$ cat config.mk
export PLATFORM = sky130hd
export DESIGN_NAME = bp_train_queue
export DESIGN_NICKNAME = d
export VERILOG_FILES = /design/src/rtl/bp_pkg.sv /design/src/rtl/bp_sync_fifo.sv /design/src/rtl/bp_train_queue.sv
export SDC_FILE = /design/constraint.sdc
export NUM_CORES = 1
export LEC_CHECK = 0
export BUFFER_PORTS_ARGS = -buffer_cell sky130_fd_sc_hd__buf_2
export CORE_MARGIN = 10
export CORE_UTILIZATION = 50
export DETAILED_ROUTE_END_ITERATION = 8
export GPL_TIMING_DRIVEN = 0
export PLACE_DENSITY = 0.71
export SYNTH_ARGS = -nofsm -noshare
export SYNTH_HDL_FRONTEND = slang
export SYNTH_SLANG_ARGS = --single-unit
$ cat constraint.sdc
create_clock -name clk -period 5.05 [get_ports clk]
set_clock_uncertainty 0.15 [all_clocks]
set_input_delay 0.7575 -clock clk [delete_from_list [all_inputs] [get_ports clk]]
set_output_delay 0.7575 -clock clk [all_outputs]
set_load 0.02 [all_outputs]
$ cat src/rtl/bp_pkg.sv
// bp_pkg: shared branch-predictor widths, queue entry layout and pipeline flush reasons.
package bp_pkg;
  localparam int BP_FEAT = 8;
  localparam int BP_CONF_W = 11;
  typedef struct packed {
    logic [BP_FEAT-1:0] features;
    logic pred;
    logic signed [BP_CONF_W-1:0] conf;
  } bp_entry_t;
  typedef enum logic [1:0] {
    FLUSH_NONE,
    FLUSH_MISPREDICT,
    FLUSH_EXCEPTION,
    FLUSH_TRAP
  } bp_flush_reason_e;
endpackage

$ cat src/rtl/bp_sync_fifo.sv
// bp_sync_fifo: synchronous circular FIFO with push, pop and clear_all; clear_all drops every entry.
module bp_sync_fifo #(
  parameter int DEPTH = 8,
  parameter int W = 20,
  localparam int AW = $clog2(DEPTH)
) (
  input  logic          clk,
  input  logic          rst,
  input  logic          push,
  input  logic [W-1:0]  push_data,
  input  logic          pop,
  input  logic          clear_all,
  output logic [W-1:0]  pop_data,
  output logic          full,
  output logic          empty,
  output logic [AW:0]   count
);
  logic [W-1:0] mem [DEPTH];
  logic [AW-1:0] wr_ptr, rd_ptr;
  logic do_push, do_pop;
  assign full = count == (AW+1)'(DEPTH);
  assign empty = count == '0;
  assign do_push = push && !full && !clear_all;
  assign do_pop = pop && !empty;
  assign pop_data = mem[rd_ptr];
  always_ff @(posedge clk)
    if (do_push) mem[wr_ptr] <= push_data;
  always_ff @(posedge clk) begin
    if (rst) begin
      wr_ptr <= '0;
      rd_ptr <= '0;
      count <= '0;
    end else if (clear_all) begin
      rd_ptr <= wr_ptr;
      count <= '0;
    end else begin
      wr_ptr <= wr_ptr + AW'(do_push);
      rd_ptr <= rd_ptr + AW'(do_pop);
      count <= count + (AW+1)'(do_push) - (AW+1)'(do_pop);
    end
  end
endmodule

$ cat src/rtl/bp_train_queue.sv
// bp_train_queue: in-order branch tracking queue feeding perceptron training; BP_TRAIN_STATS_EN builds br_cnt/miss_cnt.
module bp_train_queue
  import bp_pkg::*;
#(
  parameter int FEAT = BP_FEAT,
  parameter int DEPTH = 8,
  parameter int CONF_W = BP_CONF_W
) (
  input  logic              clk,
  input  logic              rst,
  input  logic              push_valid,
  input  logic [FEAT-1:0]   push_features,
  input  logic              push_pred,
  input  logic [CONF_W-1:0] push_conf,
  output logic              push_ready,
  input  logic              resolve_valid,
  input  logic              resolve_taken,
  input  logic              flush,
  output logic              train_en,
  output logic [FEAT-1:0]   train_features,
  output logic              actual_taken,
  output logic              mispredict,
  output logic [CONF_W-1:0] head_conf,
  output logic              underflow,
  output logic [31:0]       br_cnt,
  output logic [31:0]       miss_cnt
);
  localparam int W = FEAT + 1 + CONF_W;
  localparam int AW = $clog2(DEPTH);
  logic [W-1:0] head;
  logic [AW:0] count;
  logic full, empty, res_ok, mis, push_ok;
  assign push_ready = !full;
  assign res_ok = resolve_valid && count != '0;
  assign mis = res_ok && (head[CONF_W] ^ resolve_taken);
  // a mispredicting resolve makes any same-cycle push wrong-path
  assign push_ok = push_valid && push_ready && !flush && !mis;
  bp_sync_fifo #(.DEPTH(DEPTH), .W(W)) u_fifo (
    .clk(clk),
    .rst(rst),
    .push(push_ok),
    .push_data({push_features, push_pred, push_conf}),
    .pop(res_ok),
    .clear_all(flush || mis),
    .pop_data(head),
    .full(full),
    .empty(empty),
    .count(count)
  );
  always_ff @(posedge clk) begin
    if (rst) begin
      train_en <= 1'b0;
      train_features <= '0;
      actual_taken <= 1'b0;
      mispredict <= 1'b0;
      head_conf <= '0;
      underflow <= 1'b0;
    end else begin
      train_en <= res_ok;
      mispredict <= mis;
      underflow <= underflow || (resolve_valid && empty);
      if (res_ok) begin
        train_features <= head[W-1 -: FEAT];
        actual_taken <= resolve_taken;
        head_conf <= head[CONF_W-1:0];
      end
    end
  end
`ifdef BP_TRAIN_STATS_EN
  always_ff @(posedge clk) begin
    if (rst) begin
      br_cnt <= '0;
      miss_cnt <= '0;
    end else begin
      br_cnt <= br_cnt + 32'(res_ok);
      miss_cnt <= miss_cnt + 32'(mis);
    end
  end
`else
  assign br_cnt = '0;
  assign miss_cnt = '0;
`endif
endmodule
* After elaboration in Yosys (flattened, before gate mapping)
Memories as Yosys holds them, arrays and structs flattened. A register that Yosys moved wholly into a read port is not among the register bits. Index checks and enable logic that the tools add are counted.
Storage, ports and cells: bits in registers 33, output and inout port bits 88, memory bits (writable) 160, word-level logic and storage cells 39, memories kept 1
Operators by class: bitwise operators 1, reduce and logical (&&, ||, !) cells 19, equal/unequal tests 1, muxes and demuxes 4, add/sub/neg operators 4
Memories:
- u_fifo.mem | depth 8, bits a word 20, rd ports 1, clocked after memory_dff 1, write ports 1, line bp_sync_fifo.sv:18 | logic [W-1:0] mem [DEPTH];
Operators with widths (count):
- 1-bit logical AND | 9
- 3-bit by 1-bit adder with 3-bit output | 2
- 3-bit 2-to-1 mux | 2
- 1-bit zero test | 5
- 4-bit by 1-bit adder with 4-bit output | 1
- 4-bit equality test, second input constant | 1
- 4-bit zero test | 1
- 4-bit nonzero test | 1
- 4-bit by 1-bit subtractor with 4-bit output | 1
- 1-bit logical OR | 2
- 1-bit 2-to-1 mux | 2
- 2-bit OR reduction | 1
- 1-bit bitwise XOR | 1

* Longest topological paths before layout
Gate-level depths: netlist of the first run.
depth in word-level cells 9, mapped depth 13, gate-level depth less buffers 12

* Cells and area by module
Synthesis of the first run repeated with hierarchy kept, for this count alone.
Second synthesis, totals: cells, all modules 471, area, all modules 8309.2 sq um
By module, submodules not included:
- bp_sync_fifo | instances 1, seq. area each 5004.8 sq um, cells each 306, area each 6794.0 sq um
- bp_train_queue | instances 1, seq. area each 460.4 sq um, cells each 165, area each 1515.2 sq um

* Worst setup path before layout of the first run
No wires, ideal clock.
kind reg-to-reg, from register u_fifo.count[2], to memory u_fifo.mem[4][0], enable pin, required time 4.444 ns, slack 0.993 ns, arrival time 3.451 ns, cell stages (with the launch flop) 8, cells stage by stage dfxtp_1 > inv_1 > ha_1 > or3b_1 > nand3b_1 > nand4b_2 > nand2_2 > nor4b_1
On the way: word-level cells in the longest chain between the ends 9
Ends and longest elaborated chain:
- start, declared | line bp_sync_fifo.sv:16 | output logic [AW:0] count
- start signal, assigned | line bp_sync_fifo.sv:39 | count <= count + (AW+1)'(do_push) - (AW+1)'(do_pop);
- 4-bit equality test / 4-bit nonzero test (equally long branches) | line bp_sync_fifo.sv:21, bp_train_queue.sv:34
- 1-bit zero test / 1-bit logical AND (equally long branches) | line bp_sync_fifo.sv:23, bp_train_queue.sv:33, bp_train_queue.sv:34
- 1-bit logical AND (on tied branches) | line bp_train_queue.sv:37, bp_train_queue.sv:35
- 1-bit logical AND / 1-bit zero test (equally long branches) | line bp_train_queue.sv:37 | assign push_ok = push_valid && push_ready && !flush && !mis;
- 1-bit logical AND | line bp_train_queue.sv:37
- 1-bit logical AND | line bp_sync_fifo.sv:23 | assign do_push = push && !full && !clear_all;
- 1-bit logical AND (*) | line bp_sync_fifo.sv:23
- 1-bit 2-to-1 mux (*) | line bp_sync_fifo.sv:27 | if (do_push) mem[wr_ptr] <= push_data;
- 1-bit 2-to-1 mux (implied by the code) (*) | line bp_sync_fifo.sv:27
- end, declared | line bp_sync_fifo.sv:18
Every way passes the cells marked *; elsewhere a longest branch is shown, timed or not.

* Worst setup path in the final report of the first run
from register u_fifo.count[2], to memory u_fifo.mem[1][15], enable pin
The elaborated chain is that of the path after synthesis.

==> summary.txt, run 1 <==
Timing
  • Endpoints failing setup: 0
  • Final worst path period share: 63.8%
  • Worst hold slack: 0.311 ns
  • RSZ-0062 raised after global routing: no
  • Fmax: 0.310 GHz
  • Fin. max-slew vios: 0
  • Relative slew slack: 30.0%
  • Fin crit period: 3.22 ns
  • Final Hold Viols: 0
  • Worst slew pin tran: 1.04 ns

Yosys
  • Yosys cell types: 40
  • Seq/Total Area, Yosys: about two thirds
  • Most common flop cell mapped by yosys: edfxtp_1
  • Post-Syn Area per Cell: 17.4 um^2
  • Ys async rst share: 0%
  • Number of synthesized register bits: between 150 and 200
  • Post-Synthesis Cell Area: roughly 8100 um^2
  • Mapped Cells: 463
  • Post-synth EDFFs: 160
  • Synth Warn #: 0

Drt
  • Avg WL per Cell: 19.9 um
  • DRC: 0
  • Iteration-0 DRC Markers: 349
  • Final Routed Wirelength: 16700 um
  • Routed vias/inst: 5.08
  • Antenna Violating Nets Remaining: 0
  • Pre-antenna DRT Iters: 4
  • DR vias: about 4300

Power and ir drop
  • Psw: 1210 uW
  • Peak VDD IR: about 0.23 mV
  • Clk pwr share: 34.0%
  • Switching share of total power: 27.6%
  • Comb power frac: 22.2%
  • Total power: 4400 uW
  • Leak pwr: 0.00352 uW
  • Power density over the cells: 453 nW/um^2
  • Reg power frac: approximately 44%
  • Pint: 3190 uW

Clock tree
  • Total CTS buffers: 17
  • CTS Buffer Depth: 2
  • Clock Sinks: between 150 and 200
  • CTS tree: built
  • CTS clk-pin slew, worst paths: 0.07 ns
  • Post-cts resize count: 0
  • Root Buffer Master: clkbuf_16
  • Hold_buf cts: 0
  • H-tree depth: 4
  • Worst skew pair latency: 0.42 ns
  • Setup Buffers After CTS: 0

Placed design
  • GP Congestion: just over 0.7
  • PortBufs: 48
  • Detailed Place HPWL: 11800 um

Critical path
  • Crit path max fanout: 11
  • WP data required: 5.03 ns
  • Startpoint types: flop
  • CP cell instances: inv_1 > ha_1 > or3b_1 > nand3b_1 > nand4b_2 > nand2_2 > buf_6 > nor4_4 > buf_8
  • CP bufs+invs: 3
  • Slowest-stage cell, CP: nor4_4
  • Kind of critical path: reg -> reg
  • Top delay family on crit path: simple AND/OR/NAND/NOR gates
  • Critical path's largest stage delay: 0.90 ns
  • CP arrival: 3.20 ns
  • Element type at the critical path end: flop

Finish
  • # nets final: 646
  • Syn-to-layout area delta: 20.5%
  • Reg area: between 5000 and 6000 um^2
  • Layout cells sized above 1: 36.7%
  • Area taken by multi-input logic gates: 2240 um^2
  • FILL cells: 1166

Run status
  • Status: completed

Global routing
  • Largest net degree at the start of global routing: 17
  • Initial antenna violation count: 2
  • Overall Global Routing Usage: between 15 and 20%
  • Vias in the first global route: between 4000 and 5000
  • First-pass GRT wire length: 26000 um
  • Grt ovf: 0

Floorplan
  • Die H: 147 um
  • Core Area: 15800 um^2
  • Die Wd: 147 um
  • Num rows: 46
  • Initial core utilization: 50.9%
  • Die area: approximately 22000 um^2
  • IO Count: 114

Worst hold path
  • Hold Path Class: reg -> reg

Run
  • Maxcap violations: 0
## worst reg2reg max path, delay by kind of cell, from the launching register on
family / cells / cell delay [ns]
adder cells (fa/ha/maj): 1 / 0.18
AND/OR/NAND/NOR: 5 / 1.76
buffers and inverters: 3 / 0.54
flip-flops: 1 / 0.30
## cells in the final DEF (no fill, tap or decap), drive strengths merged, types with 2 or more instances in the layout
cell type  instances
xnor2              3
buf              143
nand3              8
dfxtp             33
clkbuf            26
nor2b              2
ha                10
inv               12
conb              64
edfxtp           160
mux2i             23
nand2b             4
mux2               2
nor2              25
nor3               2
nand3b             2
bufinv             6
a311o              2
nand2              5
o21ai              4
clkinv             5
a211oi            19
mux4              38
a21oi              2
nor4               6
nor4b              6
## worst paths after layout
kind | startpoint | to | slack, ns | depth (start not counted)
setup / recovery | u_fifo.count[2] | u_fifo.mem[1][15] | 1.83 | 9
hold / removal | actual_taken | actual_taken | 0.31 | 2
setup reg to reg | u_fifo.count[2] | u_fifo.mem[1][15] | 1.83 | 9
hold reg to reg | actual_taken | actual_taken | 0.31 | 2
## cells by family after synthesis
kind of cell	synth area share [%]
mux	13.8
fa+ha+maj	1.80
compound gates	3.05
other cells	0.0466
buf+inv	8.07
simple gates	4.96
flops	67.9
xor+xnor	0.435
## stage by stage
stage	setup TNS, ns	utilization [%]	instance area (um^2)	std cells	worst slack [ns]
floorplan	0	-	8290	526	0.993
CTS	0	61.3	9700	838	1.78
global placement	-69.23	55.6	8800	790	-1.17
detailed placement	0	57.1	9040	806	1.88
global route	0	61.3	9700	838	1.68
finish	0	61.3	9710	839	1.83
## power by group through the flow
stage / clock [uW] / sequential [uW] / combinational, uW
CTS: 1510 / 1930 / 991
finish: 1490 / 1930 / 978
global placement: 0 / 1950 / 939
detailed placement: 0 / 1960 / 984
global route: 1570 / 1940 / 1090
floorplan: 0 / 2050 / 590
## cells in the mapped netlist, types with 2 or more instances
master | count | area, um^2
edfxtp_1 | 160 | 4800
nor4b_2 | 3 | 45.0
xnor2_1 | 3 | 26.3
nand2_1 | 4 | 15.0
buf_4 | 70 | 526
ha_1 | 10 | 125
buf_6 | 2 | 22.5
buf_2 | 6 | 30.0
nor2_1 | 25 | 93.8
dfxtp_1 | 33 | 661
nor4b_1 | 3 | 26.3
a21oi_1 | 2 | 10.0
nor2b_1 | 2 | 12.5
mux2_1 | 2 | 22.5
o21ai_1 | 4 | 20.0
nand2b_1 | 4 | 25.0
a311o_1 | 2 | 20.0
nor4_2 | 6 | 75.1
nor3_1 | 2 | 10.0
mux4_2 | 38 | 856
inv_1 | 9 | 33.8
nand3b_1 | 2 | 15.0
mux2i_1 | 23 | 230
clkbuf_1 | 8 | 30.0
nand3_1 | 7 | 35.0
a211oi_1 | 19 | 143
## metal layers
metal / GRT usage (%) / routed length (um) / vias to the layer above
met5: 0 / 0 / -
li1: - / - / 1951
met1: 19.6 / 6780 / 2140
met3: 4.39 / 1170 / 13
met2: 26.3 / 8600 / 156
met4: 6.00 / 180 / 0
## registers in the layout (all words and copies together) (netlist names)
register and cells:
u_fifo.rd_ptr 3, train_en 1, u_fifo.wr_ptr 3, train_features 8
mispredict 1, actual_taken 1, u_fifo.mem 160, underflow 1
head_conf 11, u_fifo.count 4
## layout make-up
type | instances | area share, %
sequential | 193 | 56.3
inverter | 10 | 0.387
clock buffer | 18 | 4.42
buffer | 87 | 6.30
timing repair buffer | 64 | 4.31
multi-input combinational | 236 | 23.0
clock inverter | 14 | 2.42
tap | 216 | 2.78
antenna | 1 | 0.0258
Power figures use the tool's default switching activity.
==> inputs of run 2 (changes only) <==
clock period = 3.35 ns   (was 5.05 ns; I/O delays follow)
==> run 2 against run 1 <==
Routed wire length down 0.38%. Non-clock buffer count unchanged. Combinational power up 50%. Largest cell class unchanged. First-iteration DRC count down 11%. Sequential power up 50%. Clock power up 51%. Worst hold slack worse by 0.12 ns.
==> summary.txt, run 2 (synthesis results as in run 1) <==
Finish
  • Regs by FF count: u_fifo.mem x160, head_conf x11, train_features x8
  • Top reg by flops: u_fifo.mem
  • Layout cells sized above 1: around 37%
  • Largest register FFs: 160
  • Commonest non-fill, non-tap cells in the layout: edfxtp_1 (160), buf_4 (79), conb_1 (64)
  • FILL cells: 1166
  • Commonest non-fill, non-tap cell in the layout: edfxtp_1
  • Syn-to-layout area delta: 20.5%
  • # nets final: 646
  • Fin util: slightly above 60%

Clock tree
  • Setup Buffers After CTS: 0
  • CTS Buffer Depth: 2
  • CTS clk-pin slew, worst paths: 0.07 ns
  • Root Buffer Master: clkbuf_16
  • Clock Sinks: about 190
  • Post-cts resize count: 0
  • H-tree depth: 4
  • CTS tree: built
  • Total CTS buffers: 17
  • Worst skew pair latency: ~0.42 ns

Placed design
  • Detailed Place HPWL: 11800 um
  • PortBufs: 48
  • Pre-CTS setup slack: 0.180 ns
  • GP Congestion: 0.708

Critical path
  • Kind of critical path: reg -> reg
  • CP arrival: around 3.2 ns
  • Slowest-stage cell, CP: nor4_4
  • Element type at the critical path end: flop
  • CP cell instances: inv_1 > ha_1 > or3b_1 > nand3b_1 > nand4b_2 > nand2_2 > buf_6 > nor4_4 > buf_8
  • WP data required: 3.33 ns
  • Critical path's largest stage delay: around 0.86 ns
  • Startpoint types: flop
  • Crit path max fanout: 11

Floorplan
  • Die area: approximately 22000 um^2
  • Core Area: approximately 16000 um^2
  • Die Wd: 147 um
  • Initial core utilization: about half
  • Num rows: 46
  • Die H: 147 um
  • IO Count: 114

Global routing
  • First-pass GRT wire length: between 20000 and 30000 um
  • Initial antenna violation count: 2
  • Grt ovf: 0
  • Vias in the first global route: 4513
  • Largest net degree at the start of global routing: 17
  • Overall Global Routing Usage: 15.9%

Run
  • Maxcap violations: 0

Timing
  • Endpoints failing setup: 0
  • Relative slew slack: roughly a third
  • Fin. max-slew vios: 0
  • Final Hold Viols: 0
  • Worst slew pin tran: 1.02 ns
  • Fin crit period: 3.17 ns
  • Final worst path period share: 94.6%
  • RSZ-0062 raised after global routing: no
  • Final worst setup slack: 0.182 ns
  • Worst hold slack: 0.195 ns
  • Final setup TNS: 0 ns
  • Fmax: 0.316 GHz

Power and ir drop
  • Clk pwr share: 34.0%
  • Leak pwr: 0.00352 uW
  • Reg power frac: 43.8%
  • Comb power frac: about 22%
  • Switching share of total power: between 20% and 30%
  • Power density over the cells: 682 nW/um^2
  • Peak VDD IR: 0.346 mV
  • Pint: a little under 5000 uW
  • Psw: 1820 uW

Drt
  • Avg WL per Cell: about 20 um
  • Routed vias/inst: approximately 5.1
  • Pre-antenna DRT Iters: 4
  • Antenna Violating Nets Remaining: 0
  • Final Routed Wirelength: between 15000 and 20000 um
  • DR vias: 4250
  • DRC: 0
  • Iteration-0 DRC Markers: about 310

Run status
  • Status: completed

Worst hold path
  • Hold Path Class: in -> reg
## run 2: cell counts in the layout (fill, tap and decap cells not counted)
No cell type changed its count.
## run 2: final timing paths
check	start	end	slack, ns	cells after the start
setup / recovery	u_fifo.count[2]	u_fifo.mem[3][12]	0.18	9
hold / removal	push_conf[3]	u_fifo.mem[2][3]	0.19	1
setup reg to reg	u_fifo.count[2]	u_fifo.mem[3][12]	0.18	9
hold reg to reg	actual_taken	actual_taken	0.31	2
## run 2: final cells by class
cell class	count	area, um^2	share of cell area [%]
Clock buffer	18	429	4.42
Clock inverter	14	235	2.42
Buffer	87	612	6.30
Inverter	10	37.5	0.387
Antenna cell	1	2.50	0.0258
Timing Repair Buffer	64	418	4.31
Multi-Input combinational cell	236	2240	23.0
Sequential cell	193	5470	56.3
Tap cell	216	270	2.78
## run 2: power by group through the flow
stage          registers (uW)  clock network, uW  logic [uW]
2_1_floorplan            3100                  0         889
3_5_place_dp             2950                  0        1480
4_1_cts                  2900               2280        1490
6_report                 2900               2250        1470
5_1_grt                  2920               2370        1640
3_3_place_gp             2940                  0        1410
## run 2: timing repair
| action | in CTS | in global routing |
|---|---|---|
| endpoints found under the setup margin | 0 | 11 |
| endpoints found under the hold margin | 0 | 0 |
| hold buffers | 0 | 0 |
## run 2: per-stage QoR
stage | cell area (um^2) | power [uW] | instances
floorplan | 8290 | 3990 | 526
global placement | 8800 | 4360 | 790
detailed placement | 9040 | 4440 | 806
CTS | 9700 | 6680 | 838
global route | 9700 | 6940 | 838
finish | 9710 | 6620 | 839
## run 2: worst max-delay path, delay by kind of cell, from the launching register on
kind / cells / cell delay (ns)
adders and majority gates: 1 / 0.18
buffers and inverters: 3 / 0.53
DFF: 1 / 0.30
and+or+nand+nor: 5 / 1.71
## run 2: metal layers
layer	up-vias	track usage, %	wire length, um	part of all wire, %
met5	-	0	0	0
met3	16	4.39	1120	6.7
met4	0	6.00	230	1.4
met1	2129	19.6	6800	41
li1	1951	-	-	-
met2	154	26.3	8520	51
==> inputs of run 3 (changes only) <==
BUFFER_PORTS_ARGS = not set   (was -buffer_cell sky130_fd_sc_hd__buf_2)
DONT_BUFFER_PORTS = 1   (was not set)
PLACE_DENSITY = not set   (was 0.71)
PLACE_DENSITY_LB_ADDON = 0.3   (was not set)
==> run 3 against run 2 <==
Power shrank 3.1%. Combinational power decreased by 22%. Sequential share of layout area rose by 0.64 points. Global-route usage decreased by 0.57 points. Cell area shrank 1.1%. Sequential power is 6.9% higher. Routed wire length grew 0.33%. Worst setup slack worse by 0.028 ns. Clock-buffer cell count down 1. Die area unchanged. Maximum frequency fell by 0.86%. Cell count decreased by 3.8%.
==> summary.txt, run 3 (synthesis results as in run 1) <==
Finish
  • Final Cell Area: roughly 9600 um^2
  • Regs by FF count: u_fifo.mem x160, head_conf x11, train_features x8
  • Commonest non-fill, non-tap cell in the layout: edfxtp_1
  • FILL cells: 1171
  • # nets final: between 600 and 700
  • Fin util: 60.6%
  • Syn-to-layout area delta: 19.2%
  • Commonest non-fill, non-tap cells in the layout: edfxtp_1 (160), buf_4 (77), conb_1 (64)
  • Area taken by multi-input logic gates: about 2200 um^2
  • Layout cells sized above 1: between 30% and 40%
  • Top reg by flops: u_fifo.mem
  • Ant. Diodes: 0
  • Largest register FFs: 160
  • Reg area: 5470 um^2

Run status
  • Status: completed

Worst hold path
  • Min-delay src: push_pred
  • WHS Path Cells: 0
  • Hold Path End: u_fifo.mem[5][11]
  • Hold Path Class: in -> reg

Timing
  • Worst slew pin tran: 0.918 ns
  • Fin crit period: 3.20 ns
  • Worst hold slack: around 0.021 ns
  • Final worst path period share: around 95%
  • Endpoints failing setup: 0
  • Final Hold Viols: 0
  • Fin. max-slew vios: 0
  • Final setup TNS: 0 ns
  • Fmax: 0.313 GHz
  • Final worst setup slack: 0.154 ns
  • Relative slew slack: 38.3%
  • RSZ-0062 raised after global routing: yes

Clock tree
  • Setup Buffers After CTS: 0
  • Root Buffer Master: clkbuf_16
  • Clock Sinks: 193
  • Worst skew pair latency: ~0.42 ns
  • Total CTS buffers: 17
  • CTS Buffer Depth: 2
  • CTS clk-pin slew, worst paths: 0.07 ns
  • CTS tree: built
  • H-tree depth: 4

Global routing
  • Overall Global Routing Usage: 15.4%
  • Initial antenna violation count: 0
  • Largest net degree at the start of global routing: 17
  • Grt ovf: 0
  • Vias in the first global route: 4164
  • First-pass GRT wire length: between 20000 and 30000 um

Critical path
  • Kind of critical path: reg -> reg
  • Startpoint types: flop
  • RR Startpoint: u_fifo.count[2]
  • R2r setup slk: approximately 0.15 ns
  • CP arrival: around 3.2 ns
  • Element type at the critical path end: flop
  • WP data required: 3.33 ns
  • Reg2reg path depth: 10
  • Crit path max fanout: 7
  • R2R Path End: u_fifo.mem[6][9]

Floorplan
  • IO Count: 114
  • Core Area: 15800 um^2
  • Die Wd: 147 um
  • Num rows: 46
  • Die H: 147 um
  • Initial core utilization: 50.9%
  • Die area: approximately 22000 um^2

Placed design
  • GP Congestion: 0.756
  • PortBufs: 0
  • Pre-CTS setup slack: 0.0651 ns
  • Placed Area: 8770 um^2
  • Detailed Place HPWL: 11300 um

Run
  • Maxcap violations: 0

Drt
  • Routed vias/inst: between 5 and 6
  • Antenna Violating Nets Remaining: 0
  • Final Routed Wirelength: 16700 um
  • Avg WL per Cell: 20.7 um
  • Iteration-0 DRC Markers: 255
  • Pre-antenna DRT Iters: 4
  • DR vias: 4158
  • DRC: 0

Power and ir drop
  • Peak VDD IR: approximately 0.43 mV
  • Power density over the cells: 669 nW/um^2
  • Leak pwr: 0.00334 uW
run 3: worst max-delay path by stage:
stage / from / end / slack, ns / depth (start not counted)
detailed placement: u_fifo.count[2] / u_fifo.mem[4][7] / 0.07 / 10
finish: u_fifo.count[2] / u_fifo.mem[6][9] / 0.15 / 10
global placement: u_fifo.count[2] / u_fifo.mem[6][7] / -3.11 / 7
CTS: u_fifo.count[2] / u_fifo.mem[4][9] / 0.05 / 10
global route: u_fifo.count[2] / u_fifo.mem[6][5] / -0.02 / 10
floorplan: u_fifo.count[2] / u_fifo.mem[4][0] / -0.71 / 7
run 3: repair_timing:
action                                  in CTS  in global routing
gates resized for setup                      0                  1
endpoints found under the hold margin        4                115
endpoints found under the setup margin       0                 18
hold buffers                                 1                 17
run 3: cell type report:
class	instances	share of cell area, %
timing repair buffer	33	3.40
buffer	87	6.38
clock buffer	17	4.43
tap	216	2.82
multi-input combinational	236	23.4
inverter	10	0.391
sequential	193	56.9
clock inverter	15	2.24
run 3: worst max-delay path, stage by stage (launching register included):
cell	delay [ns]
dfxtp_1	0.30
inv_1	0.10
ha_1	0.18
or3b_1	0.42
nand3b_1	0.11
nand4b_2	0.19
nand2_2	0.15
nor4b_2	0.69
buf_6	0.23
buf_4	0.18
buf_4	0.19
run 3: through the flow:
stage | cells | power (uW)
after floorplan | 526 | 3990
after global placement | 742 | 4220
after detailed placement | 757 | 4280
after CTS | 790 | 6420
after global routing | 807 | 6700
final | 807 | 6420
run 3: metal layers:
layer	part of all wire [%]	track usage, %
met3	9.1	6.08
met2	49	24.7
met4	1.3	4.91
met1	41	18.7
met5	0	0
run 3: power breakdown:
group / internal, uW / leakage, uW / switching (uW)
Combinational: 513 / 0.00132 / 641
Clock: 1320 / 0.000302 / 846
Sequential: 2800 / 0.00171 / 293
